[config.mk]
export PLATFORM = sky130hd
export DESIGN_NAME = glyph_pixel_gen_flat
export DESIGN_NICKNAME = d
export VERILOG_FILES = /design/src/rtl/font_pkg.sv /design/src/rtl/glyph_pixel_gen_if.sv /design/src/rtl/blink_timer.sv /design/src/rtl/glyph_pixel_gen.sv /design/src/flat_wrapper.sv
export SDC_FILE = /design/constraint.sdc
export NUM_CORES = 1
export LEC_CHECK = 0
export ABC_AREA = 1
export CAP_MARGIN = 20
export CORE_MARGIN = 3
export CORE_UTILIZATION = 25
export CTS_CLUSTER_SIZE = 24
export DETAILED_ROUTE_END_ITERATION = 10
export GPL_TIMING_DRIVEN = 0
export HOLD_SLACK_MARGIN = 0.02
export PLACE_DENSITY_LB_ADDON = 0.1
export SETUP_SLACK_MARGIN = 0.3
export SLEW_MARGIN = 20
export SYNTH_ARGS = -nofsm -noshare
export SYNTH_HDL_FRONTEND = slang
export SYNTH_SLANG_ARGS = --single-unit
[constraint.sdc]
create_clock -name reloj -period 3.97 [get_ports reloj]
set_input_delay 1.191 -clock reloj [delete_from_list [all_inputs] [get_ports reloj]]
set_output_delay 1.191 -clock reloj [all_outputs]
set_load 0.03 [all_outputs]
[src/rtl/font_pkg.sv]
// Shared definitions for the text-mode pixel path.
// Holds the glyph code map of the font ROM, the default glyph geometry and a
// constant-foldable clog2 used to size address and coordinate fields.
package font_pkg;

    localparam int GLYPH_W_DEF = 8;
    localparam int GLYPH_H_DEF = 8;

    typedef enum logic [5:0] {
        NADA        = 6'h00,
        A           = 6'h27,
        ARROW_UP    = 6'h28,
        ARROW_DOWN  = 6'h29,
        ARROW_LEFT  = 6'h2A,
        ARROW_RIGHT = 6'h2B
    } glyph_code_e;

    // Smallest r with 2^r >= value; returns 0 for value <= 1.
    function automatic int clog2(input int value);
        int r;
        for (r = 0; (1 << r) < value; r++) begin
        end
        return r;
    endfunction

endpackage

[src/rtl/glyph_pixel_gen_if.sv]
// Fetch bus between the pixel generator and its external memories.
//   char_addr  : text RAM address (row*COLS+col)
//   char_code  : text RAM data, MSB is the blink attribute
//   glyph_addr : font ROM address {code, row_in_glyph}
//   glyph_row  : font ROM data, MSB is the leftmost pixel
// master = pixel generator, slave = memory side.
interface glyph_pixel_gen_if #(
    parameter int CADDR_W = 13,
    parameter int CODE_W  = 6,
    parameter int GADDR_W = 9,
    parameter int GLYPH_W = 8
);
    logic [CADDR_W-1:0] char_addr;
    logic [CODE_W:0]    char_code;
    logic [GADDR_W-1:0] glyph_addr;
    logic [GLYPH_W-1:0] glyph_row;

    modport master (output char_addr, output glyph_addr,
                    input  char_code, input  glyph_row);
    modport slave  (input  char_addr, input  glyph_addr,
                    output char_code, output glyph_row);
endinterface

[src/rtl/blink_timer.sv]
// Frame-based blink phase generator.
//   reloj, resetM : pixel clock, async active-high reset
//   frame_start   : one-cycle pulse per frame
//   blink_phase   : toggles every BLINK_FRAMES frame_start pulses
// The phase only moves on frame_start, so it never changes mid-frame.
module blink_timer #(
    parameter int BLINK_FRAMES = 30
) (
    input  logic reloj,
    input  logic resetM,
    input  logic frame_start,
    output logic blink_phase
);
    localparam logic [7:0] LAST = 8'(BLINK_FRAMES - 1);

    logic [7:0] cnt_q, cnt_d;
    logic       phase_q, phase_d;

    always_comb begin
        cnt_d   = cnt_q;
        phase_d = phase_q;
        if (frame_start) begin
            if (cnt_q == LAST) begin
                cnt_d   = 8'd0;
                phase_d = ~phase_q;
            end else begin
                cnt_d = cnt_q + 8'd1;
            end
        end
    end

    always_ff @(posedge reloj or posedge resetM) begin
        if (resetM) begin
            cnt_q   <= 8'd0;
            phase_q <= 1'b0;
        end else begin
            cnt_q   <= cnt_d;
            phase_q <= phase_d;
        end
    end

    assign blink_phase = phase_q;

endmodule

[src/rtl/glyph_pixel_gen.sv]
// Text-mode pixel generator, fixed 3-cycle pipeline.
//   Qh, Qv, px_valid, bit_alarma : pixel position and qualifiers (stage 0)
//   frame_start, blink_en        : blink timing and global enable
//   cursor_en/col/row            : inverse blinking cursor position
//   mem                          : text RAM / font ROM fetch bus
//   BIT_FUENTE, bit_valid        : font pixel and its valid, 3 cycles later
//   blink_phase                  : current blink phase
// Stage 1 issues the text RAM address, stage 2 the font ROM address, stage 3
// selects the bit. Both memories answer within the cycle after their address
// register, so the pipeline never stalls.
module glyph_pixel_gen
    import font_pkg::*;
#(
    parameter int GLYPH_W      = GLYPH_W_DEF,
    parameter int GLYPH_H      = GLYPH_H_DEF,
    parameter int SCALE_LOG2   = 0,
    parameter int COLS         = 80,
    parameter int ROWS         = 60,
    parameter int CODE_W       = 6,
    parameter int BLINK_FRAMES = 30
) (
    input  logic                     reloj,
    input  logic                     resetM,
    input  logic [9:0]               Qh,
    input  logic [9:0]               Qv,
    input  logic                     px_valid,
    input  logic                     frame_start,
    input  logic                     bit_alarma,
    input  logic                     blink_en,
    input  logic                     cursor_en,
    input  logic [clog2(COLS)-1:0]   cursor_col,
    input  logic [clog2(ROWS)-1:0]   cursor_row,
    glyph_pixel_gen_if.master        mem,
    output logic                     BIT_FUENTE,
    output logic                     bit_valid,
    output logic                     blink_phase
);
    localparam int GX_W    = clog2(GLYPH_W);
    localparam int GY_W    = clog2(GLYPH_H);
    localparam int CADDR_W = clog2(COLS * ROWS);
    localparam int GADDR_W = CODE_W + GY_W;

    typedef struct packed {
        logic [GX_W-1:0] px;
        logic            in_range;
        logic            valid;
        logic            alarm;
        logic            cursor;
    } side_t;

    // stage 0: coordinate mapping
    logic [9:0]         sx, sy, col0, row0;
    logic [GX_W-1:0]    px0;
    logic [GY_W-1:0]    ry0;
    logic               in_range0, cursor0;
    logic [CADDR_W-1:0] addr0;

    assign sx        = Qh >> SCALE_LOG2;
    assign sy        = Qv >> SCALE_LOG2;
    assign col0      = sx >> GX_W;
    assign px0       = sx[GX_W-1:0];
    assign row0      = sy >> GY_W;
    assign ry0       = sy[GY_W-1:0];
    assign in_range0 = (col0 < 10'(COLS)) && (row0 < 10'(ROWS));
    assign cursor0   = cursor_en && (col0 == 10'(cursor_col)) && (row0 == 10'(cursor_row));
    assign addr0     = CADDR_W'(row0 * COLS + col0);

    side_t              s1_q, s1_d, s2_q, s2_d;
    logic [GY_W-1:0]    ry1_q, ry1_d;
    logic [CADDR_W-1:0] char_addr_q, char_addr_d;
    logic [GADDR_W-1:0] glyph_addr_q, glyph_addr_d;
    logic               blink_attr_q, blink_attr_d;
    logic               bit_q, bit_d;
    logic               bit_valid_q, bit_valid_d;
    logic               font_bit;

    always_comb begin
        s1_d        = '{px: px0, in_range: in_range0, valid: px_valid,
                        alarm: bit_alarma, cursor: cursor0};
        ry1_d       = ry0;
        char_addr_d = in_range0 ? addr0 : '0;

        s2_d         = s1_q;
        glyph_addr_d = {mem.char_code[CODE_W-1:0], ry1_q};
        blink_attr_d = mem.char_code[CODE_W];

        // GLYPH_W is a power of two, so GLYPH_W-1-px is just ~px.
        font_bit = mem.glyph_row[~s2_q.px];
        if (blink_en && blink_attr_q && blink_phase) font_bit = 1'b0;
        // Cursor inverts after the attribute blink has been applied.
        if (s2_q.cursor && blink_phase) font_bit = ~font_bit;
        bit_d       = font_bit && s2_q.in_range && s2_q.valid && !s2_q.alarm;
        bit_valid_d = s2_q.valid;
    end

    always_ff @(posedge reloj or posedge resetM) begin
        if (resetM) begin
            s1_q         <= '0;
            s2_q         <= '0;
            ry1_q        <= '0;
            char_addr_q  <= '0;
            glyph_addr_q <= '0;
            blink_attr_q <= 1'b0;
            bit_q        <= 1'b0;
            bit_valid_q  <= 1'b0;
        end else begin
            s1_q         <= s1_d;
            s2_q         <= s2_d;
            ry1_q        <= ry1_d;
            char_addr_q  <= char_addr_d;
            glyph_addr_q <= glyph_addr_d;
            blink_attr_q <= blink_attr_d;
            bit_q        <= bit_d;
            bit_valid_q  <= bit_valid_d;
        end
    end

    assign mem.char_addr  = char_addr_q;
    assign mem.glyph_addr = glyph_addr_q;
    assign BIT_FUENTE     = bit_q;
    assign bit_valid      = bit_valid_q;

    blink_timer #(.BLINK_FRAMES(BLINK_FRAMES)) u_blink_timer (
        .reloj       (reloj),
        .resetM      (resetM),
        .frame_start (frame_start),
        .blink_phase (blink_phase)
    );

endmodule

[src/flat_wrapper.sv]
// flat-port wrapper written by rule: the top's interface ports become plain ports
module glyph_pixel_gen_flat import font_pkg::*;
#(
    parameter int GLYPH_W      = GLYPH_W_DEF,
    parameter int GLYPH_H      = GLYPH_H_DEF,
    parameter int SCALE_LOG2   = 0,
    parameter int COLS         = 80,
    parameter int ROWS         = 60,
    parameter int CODE_W       = 6,
    parameter int BLINK_FRAMES = 30
)
  (reloj, resetM, Qh, Qv, px_valid, frame_start, bit_alarma, blink_en, cursor_en, cursor_col, cursor_row, BIT_FUENTE, bit_valid, blink_phase, mem_char_addr, mem_glyph_addr, mem_char_code, mem_glyph_row);
  glyph_pixel_gen_if #(.CADDR_W(13), .CODE_W(CODE_W), .GADDR_W(9), .GLYPH_W(GLYPH_W)) mem_i ();
  input  logic reloj;
  input  logic resetM;
  input  logic [9:0] Qh;
  input  logic [9:0] Qv;
  input  logic px_valid;
  input  logic frame_start;
  input  logic bit_alarma;
  input  logic blink_en;
  input  logic cursor_en;
  input  logic [clog2(COLS)-1:0] cursor_col;
  input  logic [clog2(ROWS)-1:0] cursor_row;
  output logic BIT_FUENTE;
  output logic bit_valid;
  output logic blink_phase;
  output wire logic [$bits(mem_i.char_addr)-1:0] mem_char_addr;
  output wire logic [$bits(mem_i.glyph_addr)-1:0] mem_glyph_addr;
  input wire logic [$bits(mem_i.char_code)-1:0] mem_char_code;
  input wire logic [$bits(mem_i.glyph_row)-1:0] mem_glyph_row;
  assign mem_char_addr = mem_i.char_addr;
  assign mem_glyph_addr = mem_i.glyph_addr;
  assign mem_i.char_code = mem_char_code;
  assign mem_i.glyph_row = mem_glyph_row;
  glyph_pixel_gen #(.GLYPH_W(GLYPH_W), .GLYPH_H(GLYPH_H), .SCALE_LOG2(SCALE_LOG2), .COLS(COLS), .ROWS(ROWS), .CODE_W(CODE_W), .BLINK_FRAMES(BLINK_FRAMES)) u_core (.reloj(reloj), .resetM(resetM), .Qh(Qh), .Qv(Qv), .px_valid(px_valid), .frame_start(frame_start), .bit_alarma(bit_alarma), .blink_en(blink_en), .cursor_en(cursor_en), .cursor_col(cursor_col), .cursor_row(cursor_row), .mem(mem_i), .BIT_FUENTE(BIT_FUENTE), .bit_valid(bit_valid), .blink_phase(blink_phase));
endmodule
==> metrics.json <==
{
  "critical_path": {
    "reg2reg_to": "u_core.u_blink_timer.cnt_q[5]",
    "crit_path_start_kind": "input port",
    "cp_data_arrival_time_ns": 3.45,
    "critical_path.reg2reg.startpoint": "u_core.u_blink_timer.cnt_q[1]",
    "type_of_the_setup_path_with_the_least_slack": "input port to flip-flop",
    "ff2ff_path_depth": 8,
    "cp-end-kind": "flip-flop",
    "worst_path_maximum_fanout": 5,
    "worstPathRequired_ns": 4.17,
    "r2r_slack_ns": 2.62
  },
  "clock_tree": {
    "cts_buffers": 5,
    "cts.htree.levels": 2,
    "cts_post_setup_buffers_inserted": 0,
    "clock_tree.buffer_depth": 2,
    "cts_repair_resized_insts": 0,
    "insertion_delay_ns": 0.30,
    "hold_buffers": 0,
    "clock_sink_count": 51,
    "tritoncts": "done",
    "cts.reportedPaths.clkPinSlew_ns": 0.10,
    "cts_root_buf": "sky130_fd_sc_hd__clkbuf_8"
  },
  "logic_synthesis": {
    "synth-edff-count": 0,
    "ys_dominant_reg_cell": "sky130_fd_sc_hd__dfrtp_1",
    "ys_ff_latch": 51,
    "netlist_instances": 256,
    "synthMostInstantiatedCell": "sky130_fd_sc_hd__dfrtp_1",
    "post_synth_instance_area_um2": 2374,
    "synth_sequential_area_ratio_pct": 53.77,
    "synth_async_sr_flop_share_pct": 100.0,
    "synth_top_area_share_pct": 53.77,
    "yosysUniqueCellTypes": 28,
    "synth_net_count": 328,
    "synthDominantAreaCellType": "sky130_fd_sc_hd__dfrtp_1",
    "synth_common_cells": "sky130_fd_sc_hd__dfrtp_1 (51), sky130_fd_sc_hd__nand2_1 (50), sky130_fd_sc_hd__inv_1 (37)",
    "yosysWarnings": 0,
    "syn_area_per_cell_um2": 9.272,
    "yosys-top-cells-area": "sky130_fd_sc_hd__dfrtp_1 (54%), sky130_fd_sc_hd__ha_1 (7.9%), sky130_fd_sc_hd__nand2_1 (7.9%)"
  },
  "sta": {
    "setup_tns_final_ns": 0,
    "worst-slew-pin-transition_ns": 0.6203,
    "period_needed_ns": 3.251,
    "timing.fmax_mhz": 307.6,
    "timing_max_transition_violations_final": 0,
    "timing.clock.skew_ns": 0.006178,
    "setup_repair_after_global_routing_missed_its_margin": "false",
    "slew_headroom_pct": 58.64,
    "report.final.hold_viol_count": 0,
    "period_utilisation_layout_pct": 81.88,
    "setup_viol": 0
  },
  "layout": {
    "nets": 414,
    "drive_gt1_share_pct": 5.539,
    "layoutNonFillerInstCount": 469,
    "final_cell_area_um2": 3423,
    "layout_stage_area_growth_over_the_synthesis_result_pct": 44.23,
    "diodes": 0
  },
  "global_routing": {
    "grt_usage_pct": 11.00,
    "first_global_vias": 1957,
    "grt_pass1_wl_mm": 9.190,
    "maximum_number_of_pins_on_one_net_before_global_route_repair": 52,
    "grt_antenna_before_repair": 0,
    "leftover_overflow_at_the_end_of_global_routing": 0
  },
  "pwr": {
    "power.static_leakage_nw": 1.638,
    "p_total_mw": 1.305,
    "cellPowerDensity_nw_per_um2": 381.2,
    "worst_ir_drop_vdd_v": 0.0001388
  },
  "drt": {
    "wl_per_cell_um": 11.38,
    "iteration_count_of_the_initial_detailed_routing_pass": 4,
    "routed_wirelength_mm": 5.339,
    "detail_route.vias_per_cell": 4.064,
    "num_vias": 1906,
    "ant_nets_after_route": 0,
    "detail_route.drc_violations": 0,
    "dr.first_iter.drc_count": 44
  },
  "floorplan": {
    "design.core.area_um2": 8976,
    "die_outline_area_um2": 10700,
    "num_rows": 34,
    "floorplan.io_pins": 80,
    "die_w_um": 103.4,
    "start_util_pct": 26.44,
    "die_h_um": 103.4
  },
  "min_path": {
    "worst_hold_path.num_cells": 0,
    "min_from": "u_core.s1_q[0]",
    "hold_class": "flip-flop to flip-flop",
    "worstHoldEndpoint": "u_core.s2_q[0]"
  },
  "placed_design": {
    "portBuffers": 79,
    "placement.cell_area_um2": 3324,
    "placed_cells": 461,
    "globalplace.congestion": 0.7523,
    "dpl.hpwl_mm": 4.179
  },
  "run": {
    "drv_cap": 0
  },
  "status": {
    "status": "complete, no violations"
  }
}
-- worst max path at each step --
stage          startpoint                  endpoint  slack, ns  depth (start not counted)
2_1_floorplan       Qv[4]  u_core.mem.char_addr[11]       1.08                          9
3_3_place_gp        Qv[6]  u_core.mem.char_addr[11]       0.38                         10
3_5_place_dp        Qv[6]  u_core.mem.char_addr[11]       0.41                         10
4_1_cts             Qv[6]  u_core.mem.char_addr[11]       0.73                         10
5_1_grt             Qv[6]  u_core.mem.char_addr[11]       0.57                         10
6_report            Qv[6]  u_core.mem.char_addr[11]       0.72                         10
-- placed cells by master (no fill, tap or decap), types with 2 or more instances in the layout --
cell type / instances
sky130_fd_sc_hd__inv_1: 36
sky130_fd_sc_hd__fa_1: 2
sky130_fd_sc_hd__nand3_1: 21
sky130_fd_sc_hd__dfrtp_1: 51
sky130_fd_sc_hd__nor2_1: 28
sky130_fd_sc_hd__inv_2: 5
sky130_fd_sc_hd__a21oi_1: 7
sky130_fd_sc_hd__nor3_1: 2
sky130_fd_sc_hd__xor2_1: 4
sky130_fd_sc_hd__clkbuf_8: 6
sky130_fd_sc_hd__nand4_1: 5
sky130_fd_sc_hd__ha_1: 15
sky130_fd_sc_hd__nand2_1: 50
sky130_fd_sc_hd__o21ai_1: 4
sky130_fd_sc_hd__clkdlybuf4s50_1: 79
sky130_fd_sc_hd__a22o_1: 3
sky130_fd_sc_hd__o22ai_1: 5
sky130_fd_sc_hd__xnor2_1: 3
sky130_fd_sc_hd__o21ai_0: 3
-- power by group --
part	internal (mW)	switching, mW
combinational	0.172	0.193
clock	0.142	0.170
sequential	0.582	0.0447
-- layout make-up --
type | count | area (um^2)
inverter | 42 | 160.2
fill | 916 | 5553
clock inverter | 2 | 16.27
sequential | 51 | 1276
clock buffer | 6 | 82.58
timing repair buffer | 79 | 790.8
tap | 126 | 157.7
multi-input combinational | 163 | 939.7
-- registers in the layout, indices dropped and copies added (netlist names) --
name,flops
u_core.s1_q,7
u_core.mem.glyph_addr,9
u_core.BIT_FUENTE,1
u_core.mem.char_addr,13
u_core.s2_q,6
u_core.u_blink_timer.cnt_q,8
u_core.blink_attr_q,1
u_core.bit_valid_d,1
u_core.u_blink_timer.blink_phase,1
u_core.bit_valid,1
u_core.ry1_q,3
-- per-layer routing --
| layer | share of wire (%) | global-route usage (%) | wire length (um) |
|---|---|---|---|
| met5 | 0 | 0 | 0 |
| met4 | 1.0 | 3.287 | 55 |
| met3 | 5.7 | 2.549 | 306 |
| met2 | 50 | 18.77 | 2645 |
| met1 | 44 | 13.81 | 2331 |
-- critical path, stage by stage --
cell,delay (ns)
sky130_fd_sc_hd__clkdlybuf4s50_1,0.59
sky130_fd_sc_hd__ha_1,0.28
sky130_fd_sc_hd__ha_1,0.25
sky130_fd_sc_hd__fa_1,0.55
sky130_fd_sc_hd__inv_1,0.07
sky130_fd_sc_hd__or2_4,0.25
sky130_fd_sc_hd__nor2_4,0.10
sky130_fd_sc_hd__nand3_1,0.07
sky130_fd_sc_hd__nand2_1,0.06
sky130_fd_sc_hd__nor2_1,0.04
-- per-stage QoR --
| step | hold WS [ns] | setup slack (ns) | utilization [%] |
|---|---|---|---|
| final | 0.3549 | 0.7193 | 38.14 |
| after global routing | 0.3637 | 0.5737 | 38.14 |
| after CTS | 0.3566 | 0.7349 | 38.14 |
| after detailed placement | 0.3347 | 0.4056 | 37.04 |
| after global placement | 0.3317 | 0.3847 | 37.01 |
| after floorplan | 0.3312 | 1.079 | - |
-- cell families (layout without fill, tap and decap cells) --
logic type	count (synthesis)	count (layout)	synth area share (%)
adder cells (fa/ha/maj)	17	17	9.594
buffers and inverters	42	129	6.642
flip-flops	51	51	53.77
AND/OR/NAND/NOR	114	114	21.03
XOR/XNOR	7	7	2.583
AO/OA/AOI/OAI	25	25	6.379
No activity file was read; power rests on OpenSTA's default activity.
